`src/rtl/mfp_adc_max10_ahb.sv`:
```
// AHB-Lite slave bridging word-aligned transfers onto the MAX10 ADC register core.
// Define MFP_ADC_AHB_ERROR_EN to compile in the two-cycle ERROR response for illegal transfers.
module mfp_adc_max10_ahb #(
  parameter int ADDR_WIDTH = 4,
  parameter int REG_COUNT  = 9
) (
  input  logic                  CLK,
  input  logic                  RESET,
  input  logic                  HSEL,
  input  logic [31:0]           HADDR,
  input  logic                  HWRITE,
  input  logic [1:0]            HTRANS,
  input  logic [2:0]            HSIZE,
  input  logic [2:0]            HBURST,
  input  logic [31:0]           HWDATA,
  input  logic                  HREADY,
  output logic [31:0]           HRDATA,
  output logic                  HREADYOUT,
  output logic                  HRESP,
  output logic [ADDR_WIDTH-1:0] read_addr,
  input  logic [31:0]           read_data,
  output logic [ADDR_WIDTH-1:0] write_addr,
  output logic [31:0]           write_data,
  output logic                  write_enable
);

  typedef enum logic [2:0] {
    S_IDLE,
    S_WRITE,
    S_READ,
    S_ERR1,
    S_ERR2
  } state_t;

  state_t                state_q;
  logic                  wr_q;
  logic [ADDR_WIDTH-1:0] idx_q;
  logic [ADDR_WIDTH-1:0] read_addr_q;
  logic                  we_q;
  logic                  rd_q;
  logic                  hreadyout_q;
  logic                  hresp_q;

  logic                  xfer_accept;
  logic                  xfer_illegal;
  logic [ADDR_WIDTH-1:0] xfer_idx;

  assign xfer_accept = HSEL & HREADY & HTRANS[1];
  assign xfer_idx    = HADDR[ADDR_WIDTH+1:2];

`ifdef MFP_ADC_AHB_ERROR_EN
  assign xfer_illegal = (HSIZE != 3'b010) || (HADDR[1:0] != 2'b00) ||
                        (int'(xfer_idx) >= REG_COUNT);
`else
  assign xfer_illegal = 1'b0;
`endif

  always_ff @(posedge CLK or posedge RESET) begin
    if (RESET) begin
      state_q     <= S_IDLE;
      wr_q        <= 1'b0;
      idx_q       <= '0;
      read_addr_q <= '0;
      we_q        <= 1'b0;
      rd_q        <= 1'b0;
      hreadyout_q <= 1'b1;
      hresp_q     <= 1'b0;
    end else begin
      we_q        <= 1'b0;
      rd_q        <= 1'b0;
      hreadyout_q <= 1'b1;
      hresp_q     <= 1'b0;
      // ERR1 stalls the bus, so any address phase seen there is not real.
      if (state_q == S_ERR1) begin
        state_q <= S_ERR2;
        hresp_q <= 1'b1;
      end else if (xfer_accept) begin
        wr_q  <= HWRITE;
        idx_q <= xfer_idx;
        if (xfer_illegal) begin
          state_q     <= S_ERR1;
          hreadyout_q <= 1'b0;
          hresp_q     <= 1'b1;
        end else if (HWRITE) begin
          state_q <= S_WRITE;
          we_q    <= 1'b1;
        end else begin
          state_q     <= S_READ;
          rd_q        <= 1'b1;
          read_addr_q <= xfer_idx;
        end
      end else begin
        state_q <= S_IDLE;
      end
    end
  end

  assign write_enable = we_q;
  assign write_addr   = idx_q;
  assign write_data   = HWDATA;
  assign read_addr    = read_addr_q;
  assign HRDATA       = rd_q ? read_data : 32'h0;
  assign HREADYOUT    = hreadyout_q;
  assign HRESP        = hresp_q;

  logic unused_inputs;
  assign unused_inputs = ^{HBURST, HSIZE, HADDR[31:ADDR_WIDTH+2], HADDR[1:0], wr_q};

endmodule

```
`config.mk`:
```
export PLATFORM = sky130hd
export DESIGN_NAME = mfp_adc_max10_ahb
export DESIGN_NICKNAME = d
export VERILOG_FILES = /design/src/rtl/mfp_adc_max10_ahb.sv
export SDC_FILE = /design/constraint.sdc
export NUM_CORES = 1
export LEC_CHECK = 0
export BUFFER_PORTS_ARGS = -buffer_cell sky130_fd_sc_hd__buf_2
export CAP_MARGIN = 20
export CORE_AREA = 2 2 71 73
export CTS_CLUSTER_DIAMETER = 40
export DETAILED_ROUTE_END_ITERATION = 8
export DIE_AREA = 0 0 73 75
export PLACE_DENSITY = 0.76
export SETUP_SLACK_MARGIN = 0.4
export SYNTH_ARGS = -nofsm -noshare
export SYNTH_HDL_FRONTEND = slang
export SYNTH_SLANG_ARGS = --single-unit
```
`constraint.sdc`:
```
create_clock -name CLK -period 1.3 [get_ports CLK]
set_clock_uncertainty 0.05 [all_clocks]
set_input_delay 0 -clock CLK [delete_from_list [all_inputs] [get_ports CLK]]
set_output_delay 0 -clock CLK [all_outputs]
set_load 0.05 [all_outputs]
```
Word level (Yosys, flattened, before mapping). Cells that the tools add are included.

Bits in registers: 14. Bits in latches: 0. Bits in writable memories: 0. Bits in read-only memories: 0. Word-level logic and storage cells: 24. Memories: 0.

Add/sub/neg operators: 0. $mul: 0. Divide/modulo/power cells: 0. Order comparisons: 0. Equality and inequality tests: 1. Shift operators: 0. Multiplexer cells: 11. Bitwise operators: 4. Reductions and logical operators: 2.

Operator list (count): $mux 32 (1); $mux 1 (7); $mux 3 (2); $eq 3x2->1 const B (1); $reduce_and 3->1 (1); $and 1x1->1 (2); $mux 2 (1); $not 1->1 (2); $reduce_and 2->1 (1).

Logic depth before layout (Yosys ltp).
Word-level depth: 4. Depth in mapped cells: 3.

Worst setup path after synthesis. Ideal clock, no wire load.

Kind: flip-flop to flip-flop. Start: reg HRESP (netlist name). End: reg read_addr_q[0], in the netlist read_addr[0]. Setup time: 0.125 ns. Data arrival time: 1.466 ns. Data required time: 1.125 ns. Path slack: -0.340 ns. Cell stages (with the launch flop): 4. Buffers on the path: 0. Cell sequence: dfrtp_1 > and3b_4 > nor3_4 > mux2_2.

RTL lines: end signal, assigned (RTL line 90) `read_addr_q <= xfer_idx;`; end, declared (RTL line 38) `logic [ADDR_WIDTH-1:0] read_addr_q;`.

==> flow_summary_export.csv <==
group,metric,value,unit
status,outcome,"finished with violations",
status,violations,"setup timing",
yosys,netlist_instances,94,
global_route,grt_pass1_vias,1008,
timing,rsz0062_at_grt,"true",
power_and_ir_drop,p_leak,0.00133,uW
floorplanning,rows,25,
placement,place_inst,196,
clock_network,clk_pin_slew_worst_paths,0.05,ns
detailed_routing,first_pass_iters,4,
global_route,antenna_found_initial,0,
timing,post-route-period-util,107,%
clock_network,clkSinkCount,11,
timing,setup_viol,36,
power_and_ir_drop,total_power,1680,uW
final_layout,fin_area,2210,um^2
power_and_ir_drop,power.density,761,nW/um^2
placement,pre_cts_slack,-0.0974,ns
global_route,grt.overflow.total,0,
final_layout,nFillCells,423,
floorplanning,die-area,5480,um^2
detailed_routing,ant_nets,0,
power_and_ir_drop,power_switching_share,42.8,%
final_layout,syn2layout_area_growth,151,%
floorplanning,ios,184,
clock_network,clockBufferDepth,2,
placement,place_hpwl,1930,um
detailed_routing,drc_errors,0,
timing,finalMaxSlewViolations,0,
detailed_routing,viasPerCell,4.01,
placement,gp_congestion,0.616,
hold_path,hold_path.class,"input pin to flip-flop",
detailed_routing,drt-total-wl,3790,um
power_and_ir_drop,power.switching,720,uW
timing,whs,0.225,ns
global_route,gr-usage-met1,12.5,%
critical_path,crit_slowest_cell,"dfrtp_2",
global_route,grt.busiest_layer,"met2",
floorplanning,fp.dieW,73,um
clock_network,cts.htree.levels,1,
yosys,avgSynthCellArea,9.36,um^2
timing,timing.fmax,0.718,GHz
critical_path,cp_data_arrival_time,1.46,ns
placement,placed_cell_area,1160,um^2
final_layout,fin_nets,303,
timing,fin_crit,1.39,ns
yosys,seq_area_frac_synth,31.3,%
critical_path,cp-start-kind,"flip-flop",
timing,hold_viol,0,
detailed_routing,wl_per_cell,15.3,um
placement,port_buffers,83,
clock_network,clk_latency,0.23,ns
final_layout,final_cells,247,
yosys,synth_warnings,0,
yosys,ys_ff_latch,11,
critical_path,endpoint_kind,"flip-flop",
clock_network,clock-root-buffer,"clkbuf_8",
yosys,syn_area,880,um^2
power_and_ir_drop,comb_power_share,54.6,%
global_route,grt_max_degree,33,
power_and_ir_drop,pwr-share-seq,25.4,%
job,max_cap_viol_count,0,
critical_path,cp_max_fo,4,
critical_path,crit_chain,"and3b_4, nor3_4, buf_6, mux2_4",
final_layout,drive_above_1_share,73.6,%
critical_path,cpPeakStageDelay,0.40,ns
timing,max_slew_margin,64.3,%
timing,worst_pin_slew,0.538,ns
power_and_ir_drop,ir_worst_vdd,0.707,mV
clock_network,cts_tree,"built",
power_and_ir_drop,internal_power,963,uW
power_and_ir_drop,clkPwrFrac,20.0,%
critical_path,crit_type,"flip-flop to flip-flop",
detailed_routing,drtIter0Drc,7,
timing,setup_slack,-0.0922,ns
detailed_routing,via_count,991,
global_route,track_usage,11.3,%
final_layout,diodes,0,
floorplanning,coreArea,4660,um^2
clock_network,cts_buffers,3,
global_route,met3_usage,1.07,%
critical_path,cp.buffers_inverters,1,
global_route,grt_pass1_wl,4810,um
floorplanning,die_h,75,um
global_route,gr-usage-met2,22.2,%
floorplanning,start_util,18.9,%
yosys,ys_types,12,
yosys,syn_nets,203,
critical_path,crit_family,"flip-flops",
critical_path,required,1.37,ns
worst register-to-register path: cells and delay by family (launching register included):
family	cells	cell delay (ns)
buffers and inverters	1	0.15
flip-flops	1	0.40
AND/OR/NAND/NOR	2	0.39
multiplexers	1	0.29
layer usage:
| layer | share of wire [%] | routed length (um) |
|---|---|---|
| met5 | 0 | 0 |
| met4 | 0.71 | 27 |
| met3 | 5.1 | 193 |
| met2 | 60 | 2280 |
| met1 | 34 | 1280 |
synth_stat cells:
library cell,number,area (um^2)
nor2_2,1,6.26
buf_2,1,5.00
and2_1,33,206
inv_1,1,3.75
mux2_2,8,90.1
nor3_4,1,16.3
conb_1,1,3.75
nand3_1,1,5.00
and3b_4,1,12.5
buf_4,33,248
dfrtp_1,11,275
clkbuf_1,2,7.51
state kept, by name, summed over array words and instances (netlist names):
signal,count
read_addr,4
HRESP,1
rd_q,1
write_enable,1
write_addr,4
final timing paths:
path | start | end | slack [ns] | cells past startpoint
worst max-delay path | write_enable | read_addr[2] | -0.09 | 4
worst min-delay path | HWRITE | read_addr[0] | 0.22 | 4
worst max register to register | write_enable | read_addr[2] | -0.09 | 4
worst min register to register | write_addr[2] | write_addr[2] | 0.46 | 1
max in group asynchronous | RESET | write_enable | 0.62 | 3
min in group asynchronous | RESET | read_addr[0] | 0.26 | 3
per-stage QoR:
| step | TNS, ns | utilization (%) |
|---|---|---|
| detailed placement | -0.721 | 24.8 |
| finish | -2.00 | 47.5 |
| global route | -3.34 | 47.5 |
| global placement | -0.429 | 24.8 |
| CTS | -0.369 | 43.5 |
| floorplan | -1.49 | - |
cell usage in the layout (no fill, tap or decap):
cell	instances
nand3_1	1
clkbuf_1	1
mux2_4	8
dfrtp_2	2
buf_8	33
buf_2	42
nor3_4	1
nor2_4	1
dfrtp_1	9
and3b_4	1
conb_1	1
dlygate4sd3_1	6
buf_4	9
clkbuf_4	3
clkbuf_16	2
buf_6	3
inv_1	1
dlymetal6s4s_1	32
buf_12	1
and2_4	33
clkbuf_8	3
area by class of cell:
type	instances	area (um^2)	area share [%]
sequential	11	278	12.6
tap	54	67.6	3.05
clock buffer	4	45.0	2.04
inverter	1	3.75	0.170
timing repair buffer	131	1360	61.5
multi-input combinational	46	458	20.7
power groups by stage:
stage	sequential, uW	clock [uW]	combinational, uW
finish	428	336	919
global route	432	360	952
CTS	425	343	868
detailed placement	426	0	476
global placement	426	0	467
floorplan	612	0	412
cell families after synthesis:
group,Yosys count,share of synthesized area [%]
buf+inv,37,30.0
flops,11,31.3
mux,8,10.2
other cells,1,0.426
simple gates,37,28.0
repair_timing:
action,in CTS,in global routing
gates resized for setup,138,45
setup buffers,4,2
gates cloned,0,3
pin swaps,5,1
setup endpoints to repair,45,81
hold buffers,38,0
hold endpoints to repair,52,0
Note: power is estimated with default switching activity, not from simulation.
